===== src/rtl/ps2_pkg.sv =====
// Shared constants and helpers for the PS/2 keyboard receiver.
package ps2_pkg;

    localparam int FRAME_BITS = 11;
    localparam int SCAN_W     = 8;

    // Data bits plus parity bit must contain an odd number of ones.
    function automatic logic odd_parity(input logic [SCAN_W:0] v);
        return ^v;
    endfunction

endpackage


===== src/rtl/ps2_keyboard_if.sv =====
// PS/2 line pins plus the consumer-side byte port of the keyboard receiver.
interface ps2_keyboard_if;
    import ps2_pkg::*;

    logic              ps2_clk;
    logic              ps2_data;
    logic              nextdata_n;
    logic [SCAN_W-1:0] data;
    logic              ready;
    logic              overflow;

    // Consumer handshake: a byte is taken on every clk edge where ready=1 and nextdata_n=0.
    modport slave  (input  ps2_clk, ps2_data, nextdata_n,
                    output data, ready, overflow);
    modport master (output ps2_clk, ps2_data, nextdata_n,
                    input  data, ready, overflow);
endinterface


===== src/rtl/ps2_rx_fifo.sv =====
// Synchronous FIFO with extra-MSB pointers and a combinational head read.
module ps2_rx_fifo #(
    parameter int DEPTH = 8,
    parameter int W     = 8
) (
    input  logic         clk,
    input  logic         rst_n,
    input  logic         push_i,
    input  logic [W-1:0] din_i,
    input  logic         pop_i,
    output logic [W-1:0] dout_o,
    output logic         full_o,
    output logic         empty_o
);
    localparam int AW = $clog2(DEPTH);
    localparam logic [AW:0] PTR_ONE = 1;

    logic [AW:0]  wr_ptr_q, wr_ptr_d;
    logic [AW:0]  rd_ptr_q, rd_ptr_d;
    logic [W-1:0] mem_q [DEPTH];
    logic         do_push, do_pop;

    assign empty_o = (wr_ptr_q == rd_ptr_q);
    assign full_o  = (wr_ptr_q[AW-1:0] == rd_ptr_q[AW-1:0]) && (wr_ptr_q[AW] != rd_ptr_q[AW]);
    assign dout_o  = mem_q[rd_ptr_q[AW-1:0]];

    // A pop in the same cycle frees the slot, so a full FIFO still accepts the push.
    assign do_pop  = pop_i && !empty_o;
    assign do_push = push_i && (!full_o || do_pop);

    always_comb begin
        wr_ptr_d = wr_ptr_q;
        rd_ptr_d = rd_ptr_q;
        if (do_push) wr_ptr_d = wr_ptr_q + PTR_ONE;
        if (do_pop)  rd_ptr_d = rd_ptr_q + PTR_ONE;
    end

    always_ff @(posedge clk or negedge rst_n) begin
        if (!rst_n) begin
            wr_ptr_q <= '0;
            rd_ptr_q <= '0;
            for (int i = 0; i < DEPTH; i++) mem_q[i] <= '0;
        end else begin
            wr_ptr_q <= wr_ptr_d;
            rd_ptr_q <= rd_ptr_d;
            if (do_push) mem_q[wr_ptr_q[AW-1:0]] <= din_i;
        end
    end
endmodule


===== src/rtl/ps2_keyboard.sv =====
// PS/2 device-to-host receiver: synchronise, deserialise 11-bit frames, queue valid scan codes.
module ps2_keyboard
    import ps2_pkg::*;
#(
    parameter int FIFO_DEPTH  = 8,
    parameter int SYNC_STAGES = 2
) (
    input  logic        clk,
    input  logic        resetn,
    ps2_keyboard_if.slave bus
);
    localparam int CNT_W = $clog2(FRAME_BITS);
    localparam logic [CNT_W-1:0] LAST_IDX = CNT_W'(FRAME_BITS - 1);
    localparam logic [CNT_W-1:0] CNT_ONE  = 1;

    logic [SYNC_STAGES-1:0]  clk_sync_q, data_sync_q;
    logic                    clk_prev_q;
    logic [CNT_W-1:0]        cnt_q, cnt_d;
    logic [FRAME_BITS-2:0]   buf_q, buf_d;
    logic                    overflow_q, overflow_d;

    logic clk_cur, data_cur, fall, frame_end, frame_ok, push;
    logic fifo_full, fifo_empty;

    assign clk_cur   = clk_sync_q[SYNC_STAGES-1];
    assign data_cur  = data_sync_q[SYNC_STAGES-1];
    assign fall      = clk_prev_q && !clk_cur;
    assign frame_end = fall && (cnt_q == LAST_IDX);
    // Start low, stop (current sample) high, odd parity over data+parity.
    assign frame_ok  = !buf_q[0] && data_cur && odd_parity(buf_q[FRAME_BITS-2:1]);
    assign push      = frame_end && frame_ok;

    always_comb begin
        cnt_d      = cnt_q;
        buf_d      = buf_q;
        overflow_d = overflow_q;
        if (frame_end) begin
            cnt_d = '0;
        end else if (fall) begin
            buf_d[cnt_q] = data_cur;
            cnt_d        = cnt_q + CNT_ONE;
        end
        // A pop in the same cycle lets a full FIFO take the byte.
        if (push && fifo_full && bus.nextdata_n) overflow_d = 1'b1;
    end

    always_ff @(posedge clk or negedge resetn) begin
        if (!resetn) begin
            clk_sync_q  <= '0;
            data_sync_q <= '0;
            clk_prev_q  <= 1'b0;
            cnt_q       <= '0;
            buf_q       <= '0;
            overflow_q  <= 1'b0;
        end else begin
            clk_sync_q  <= {clk_sync_q[SYNC_STAGES-2:0], bus.ps2_clk};
            data_sync_q <= {data_sync_q[SYNC_STAGES-2:0], bus.ps2_data};
            clk_prev_q  <= clk_cur;
            cnt_q       <= cnt_d;
            buf_q       <= buf_d;
            overflow_q  <= overflow_d;
        end
    end

    ps2_rx_fifo #(
        .DEPTH (FIFO_DEPTH),
        .W     (SCAN_W)
    ) u_fifo (
        .clk     (clk),
        .rst_n   (resetn),
        .push_i  (push),
        .din_i   (buf_q[SCAN_W:1]),
        .pop_i   (!bus.nextdata_n),
        .dout_o  (bus.data),
        .full_o  (fifo_full),
        .empty_o (fifo_empty)
    );

    assign bus.ready    = !fifo_empty;
    assign bus.overflow = overflow_q;
endmodule


===== src/flat_wrapper.sv =====
// flat-port wrapper written by rule: the top's interface ports become plain ports
module ps2_keyboard_flat import ps2_pkg::*;
#(
    parameter int FIFO_DEPTH  = 8,
    parameter int SYNC_STAGES = 2
)
  (clk, resetn, bus_ps2_clk, bus_ps2_data, bus_nextdata_n, bus_data, bus_ready, bus_overflow);
  ps2_keyboard_if bus_i ();
  input  logic clk;
  input  logic resetn;
  input wire logic [$bits(bus_i.ps2_clk)-1:0] bus_ps2_clk;
  input wire logic [$bits(bus_i.ps2_data)-1:0] bus_ps2_data;
  input wire logic [$bits(bus_i.nextdata_n)-1:0] bus_nextdata_n;
  output wire logic [$bits(bus_i.data)-1:0] bus_data;
  output wire logic [$bits(bus_i.ready)-1:0] bus_ready;
  output wire logic [$bits(bus_i.overflow)-1:0] bus_overflow;
  assign bus_i.ps2_clk = bus_ps2_clk;
  assign bus_i.ps2_data = bus_ps2_data;
  assign bus_i.nextdata_n = bus_nextdata_n;
  assign bus_data = bus_i.data;
  assign bus_ready = bus_i.ready;
  assign bus_overflow = bus_i.overflow;
  ps2_keyboard #(.FIFO_DEPTH(FIFO_DEPTH), .SYNC_STAGES(SYNC_STAGES)) u_core (.clk(clk), .resetn(resetn), .bus(bus_i));
endmodule

===== config.mk =====
export PLATFORM = sky130hd
export DESIGN_NAME = ps2_keyboard_flat
export DESIGN_NICKNAME = d
export VERILOG_FILES = /design/src/rtl/ps2_pkg.sv /design/src/rtl/ps2_keyboard_if.sv /design/src/rtl/ps2_rx_fifo.sv /design/src/rtl/ps2_keyboard.sv /design/src/flat_wrapper.sv
export SDC_FILE = /design/constraint.sdc
export NUM_CORES = 1
export LEC_CHECK = 0
export CORE_AREA = 2 2 133 103
export DETAILED_ROUTE_END_ITERATION = 16
export DIE_AREA = 0 0 135 105
export GPL_TIMING_DRIVEN = 0
export PLACE_DENSITY = 0.61
export RECOVER_POWER = 100
export SYNTH_ARGS = -nofsm -noshare
export SYNTH_HDL_FRONTEND = slang
export SYNTH_SLANG_ARGS = --single-unit

===== constraint.sdc =====
create_clock -name clk -period 2.7 [get_ports clk]
set_input_delay 0.54 -clock clk [delete_from_list [all_inputs] [get_ports clk]]
set_output_delay 0.54 -clock clk [all_outputs]
set_load 0.01 [all_outputs]

== After elaboration in Yosys (flattened, before gate mapping) ==
Index checks and enable logic that the tools add are counted.
Storage, ports and cells
  register bits: 92
  output and inout bits: 10
Cells by class
  mux-type cells: 11
  reduce and logical (&&, ||, !) cells: 21
  bitwise logic cells: 3
  $add $sub $neg: 3
  $lt $le $gt $ge: 5
  eq/ne operators: 4
Operators by type and width (count)
  $bwmux 64: 1
  $bmux 8 s3: 1
  $demux 8 s3: 1
  $mux 8: 3
  $add 4x1->4 const B: 3
  $logic_and 1x1->1: 12
  $bwmux 10: 1
  $reduce_xor 9->1: 1
  $ge 4x4->1 const B: 2
  $mux 4: 2
  $not 3->4: 2
  $logic_not 1->1: 5
  $lt 4x5->1 const B: 1
  $demux 1 s4: 1
  $eq 4x4->1: 1
  $eq 4x4->1 const B: 1
  $ge 4x1->1 const B: 1
  $lt 4x1->1 const B: 1
  $eq 3x3->1: 1
  $reduce_and 2->1: 1
  $reduce_bool 2->1: 1
  $logic_or 1x1->1: 1
  $mux 1: 1
  $ne 1x1->1: 1
  $not 1->1: 1

== Depth between registers and ports, before layout ==
  depth after elaboration: 6
  gate-level depth with buffers: 8
  mapped depth without buffers: 7

== By module ==
From an unflattened synthesis, not the netlist that was laid out.
Unflattened totals
  cells, all modules: 296
  area, all modules: 4475.5 µm²
Modules (own cells, without submodules)
  ps2_rx_fifo: cells each 215, area an instance 3522.1 µm², instances 1
  ps2_keyboard: cells each 81, area an instance 953.4 µm², instances 1

== Least setup slack after synthesis ==
No wires, ideal clock.
  kind: register -> register
  start point: register u_core.cnt_q[0]
  end point: register u_core.u_fifo.mem_q[29] (netlist name)
  stages on the path, launching flop included: 9
  data arrival time: 2.319 ns
  path buffers: 1
  library setup time: 0.128 ns
  required time: 2.572 ns
  period minus slack after synthesis: 2.446 ns
  path slack: 0.254 ns
  cells stage by stage: dfrtp_1 -> inv_1 -> ha_1 -> nand3b_1 -> nor4_2 -> o21ai_4 -> or4_1 -> buf_2 -> mux2_1
Between the ends
  word-level cells in the longest chain between the ends: 4
RTL lines
  start: declaration: line ps2_keyboard.sv:18  | logic [CNT_W-1:0] cnt_q, cnt_d;
  start signal: assignment: line ps2_keyboard.sv:59  | cnt_q <= cnt_d;
  $eq 4x4->1: line ps2_keyboard.sv:28  | assign frame_end = fall && (cnt_q == LAST_IDX);
  $logic_and 1x1->1: line ps2_keyboard.sv:28
  $logic_and 1x1->1: line ps2_keyboard.sv:31  | assign push = frame_end && frame_ok;
  $logic_and 1x1->1: line ps2_rx_fifo.sv:29  | assign do_push = push_i && (!full_o || do_pop);
  end signal: indexed assignment: line ps2_rx_fifo.sv:46  | if (do_push) mem_q[wr_ptr_q[AW-1:0]] <= din_i;
  end: declaration: line ps2_rx_fifo.sv:20  | logic [W-1:0] mem_q [DEPTH];
No other way between the ends.
A chain may end at the register's enable or synchronous reset.

== Worst setup path in the final report ==
  start point: register u_core.u_fifo.rd_ptr_q[0]
  end point: output bus_data[3]
Between the ends
  word-level cells in the longest chain between the ends: 4
RTL lines
  start: declaration: line ps2_rx_fifo.sv:19  | logic [AW:0] rd_ptr_q, rd_ptr_d;
  start signal: assignment: line ps2_rx_fifo.sv:45  | rd_ptr_q <= rd_ptr_d;
  $not 3->4 (not written as such): line ps2_rx_fifo.sv:25  | assign dout_o = mem_q[rd_ptr_q[AW-1:0]];
  $bmux 8 s3: line ps2_rx_fifo.sv:25
  $mux 8 (not written as such) (2 in a row): line ps2_rx_fifo.sv:25
  end: declaration: line flat_wrapper.sv:14  | output wire logic [$bits(bus_i.data)-1:0] bus_data;
No other way between the ends. The select of a mux whose other input is x is not followed.

==> results.py <==
metrics = {
    "outcome": {
        "status": "finished with violations",
        "violations": "capacitance limit, slew limit",
    },
    "global_route": {
        "first_global_vias": 2580,
        "grt_pass1_wl_um": 14410,
        "antenna_found_initial": 0,
        "grt_max_degree": 60,
        "grt_overflow": 0,
        "grtUsageTotal": 0.1344,
    },
    "drt": {
        "dr.pass1.iters": 4,
        "ant_nets": 0,
        "routedWlPerCell_um": 17.34,
        "num_vias": 2530,
        "via_per_inst": 4.903,
        "initialDrtViolationCount": 102,
        "wl_um": 8946,
        "drc": 0,
    },
    "synthesis": {
        "synth_top_cell_by_area": "dfrtp_1",
        "async_flop_share": 1.000,
        "seq_area_frac_synth": 0.5230,
        "synth_warnings": 0,
        "synthCells": 296,
        "synth.net_count": 307,
        "ys.flop_type": "dfrtp_1",
        "ys_ff_latch": 92,
        "netlist_area_sq_mm": 0.004402,
        "yosysMostFrequentCell": "dfrtp_1",
        "ys_top_cells_by_area": "dfrtp_1 (52%), mux2_2 (19%), mux4_2 (8.2%)",
        "synth_top_area_share": 0.5230,
        "synth_common_cells": "dfrtp_1 (92), mux2_2 (73), mux4_2 (16), nand2_1 (16), xor2_1 (9)",
        "avgSynthCellArea_sq_um": 14.87,
        "ys_types": 38,
        "synth_edf_count": 0,
    },
    "layout": {
        "n_antenna_cell": 0,
        "layout.cells.non_filler": 516,
        "post-route-util": 0.4153,
        "drive_gt1_frac": 0.4319,
        "area.growth.synth_to_final_pct": 20.69,
        "final_nets": 352,
    },
    "critical_path": {
        "startpoint_type": "flop",
        "crit_path_max_fanout": 7,
        "critical_path.endpoint": "bus_data[3]",
        "timing.rr.start": "u_core.buf_q[7]",
        "crit_cells": 5,
        "critPathLaunch": "u_core.u_fifo.rd_ptr_q[0]",
        "end_kind": "output port",
        "crit_slowest_cell": "mux4_2",
        "cpPeakStageDelay_ns": 0.50,
        "cp_data_arrival_time_ns": 2.08,
        "r2r_end": "u_core.u_fifo.mem_q[43]",
        "reg2reg_depth": 8,
        "r2r_slack_ns": 0.11,
        "critPathTopFamily": "multiplexers",
        "crit_buf_inv": 3,
        "crit_type": "reg2out",
        "cp_cell_sequence": "buf_12 > clkbuf_16 > mux4_2 > mux2_2 > dlygate4sd2_1",
        "worstPathRequired_ns": 2.16,
    },
    "timing": {
        "setup_tns_ns": 0,
        "grt_setup_unrepaired": "false",
        "min_period_over_period": 0.9721,
        "final_hold_viol_count": 0,
        "finalMaxSlewViolations": 34,
        "fin_crit_ns": 2.625,
        "layout_setup_ws_ns": 0.07545,
        "slew_headroom": -0.3147,
        "worst_pin_slew_ns": 1.972,
        "fmax_mhz": 381.0,
        "setup_viol": 0,
        "finalClockSkew_ns": 0.007825,
    },
    "power_and_ir_drop": {
        "ir_drop_uv": 670.7,
        "power.leakage_uw": 0.002492,
        "p_per_area_mw_per_mm2": 925.6,
        "power.total_uw": 4917,
    },
    "floorplanning": {
        "die_h_um": 105,
        "start_util": 0.3441,
        "core_area_sq_mm": 0.01279,
        "die_area_sq_mm": 0.01418,
        "io_pins": 15,
        "rows": 36,
        "die_w_um": 135,
    },
    "clock_network": {
        "cts_hold_buf": 0,
        "htree_levels": 3,
        "clk_path_buf_depth": 2,
        "cts_root_buffer": "clkbuf_16",
        "clock-sinks": 92,
        "cts_tree": "yes",
        "clock_latency_ns": 0.34,
        "path_clk_slew_ns": 0.06,
        "cts-buffers-inserted": 9,
    },
    "placement": {
        "dpl_worst_slack_ns": -0.5857,
        "dp_cells": 482,
        "finalWeightedCongestion": 0.7582,
        "numPortBuffers": 14,
        "dp_hpwl_um": 5842,
    },
    "flow_run": {
        "maxCapViolCount": 1,
    },
    "hold_path": {
        "hold_class": "reg2reg",
    },
}
## layer usage
metal,GRT usage,share of wire,vias up
li1,-,-,1156
met1,0.1903,0.50,1336
met2,0.2005,0.45,25
met3,0.03493,0.030,13
met4,0.04464,0.017,0
met5,0,0,-
## state kept, by name, indices dropped and copies added (netlist names)
register,count
u_core.data_sync_q,2
u_core.bus.overflow,1
u_core.u_fifo.wr_ptr_q,4
u_core.buf_q,10
u_core.cnt_q,4
u_core.u_fifo.mem_q,64
u_core.clk_sync_q,2
u_core.clk_prev_q,1
u_core.u_fifo.rd_ptr_q,4
## worst min-delay path by stage
stage | startpoint | endpoint | slack [ns] | cells after the start
2_1_floorplan | resetn | u_core.buf_q[0] | 0.24 | 0
3_3_place_gp | u_core.data_sync_q[0] | u_core.data_sync_q[1] | 0.33 | 0
3_5_place_dp | u_core.clk_sync_q[0] | u_core.clk_sync_q[1] | 0.34 | 0
4_1_cts | resetn | u_core.u_fifo.wr_ptr_q[2] | 0.16 | 1
5_1_grt | u_core.clk_sync_q[0] | u_core.clk_sync_q[1] | 0.36 | 0
6_report | u_core.clk_sync_q[0] | u_core.clk_sync_q[1] | 0.35 | 0
## final cells by class
cell class / instances / area, sq um
tap: 171 / 214.0
fill: 1190 / 7480
timing repair buffer: 34 / 344.1
inverter: 4 / 15.01
buffer: 19 / 155.1
clock inverter: 4 / 97.59
sequential: 92 / 2302
multi-input combinational: 181 / 1942
clock buffer: 11 / 242.7
## logic make-up after synthesis
kind of cell | count (synthesis) | synth area share
buffers and inverters | 23 | 0.03013
adders and majority gates | 6 | 0.01705
and+or+nand+nor | 49 | 0.07505
AOI/OAI and AO/OA | 8 | 0.01222
xor gates and xnor gates | 18 | 0.03894
DFF | 92 | 0.5230
muxes | 100 | 0.3036
## placed cells by master, fill, tap and decap left out, drive strengths merged, types with 5 or more instances in the layout
| master | n |
|---|---|
| or3 | 5 |
| nor4 | 5 |
| xnor2 | 8 |
| buf | 26 |
| nand2 | 16 |
| mux4 | 16 |
| dfrtp | 92 |
| clkbuf | 25 |
| mux2 | 84 |
| xor2 | 9 |
| ha | 6 |
| o21ai | 5 |
## per-stage QoR
step                      hold WS (ns)  area [sq um]
after floorplan                 0.2444          4402
after global placement          0.3339          4756
after detailed placement        0.3394          4781
after CTS                       0.1640          5263
after global routing            0.3574          5313
final                           0.3512          5313
## power by group
part / switching [uW] / internal, uW / leakage [uW]
Sequential: 123 / 1540 / 0.00124
Combinational: 984 / 845 / 0.00109
Clock: 503 / 925 / 0.000162
## timing repair
item | CTS | global route
setup buffers | 9 | 9
pin swaps | 4 | 1
setup endpoints to repair | 73 | 41
gates resized for setup | 24 | 11
cloned | 0 | 1
(Power assumes the default switching activity.)
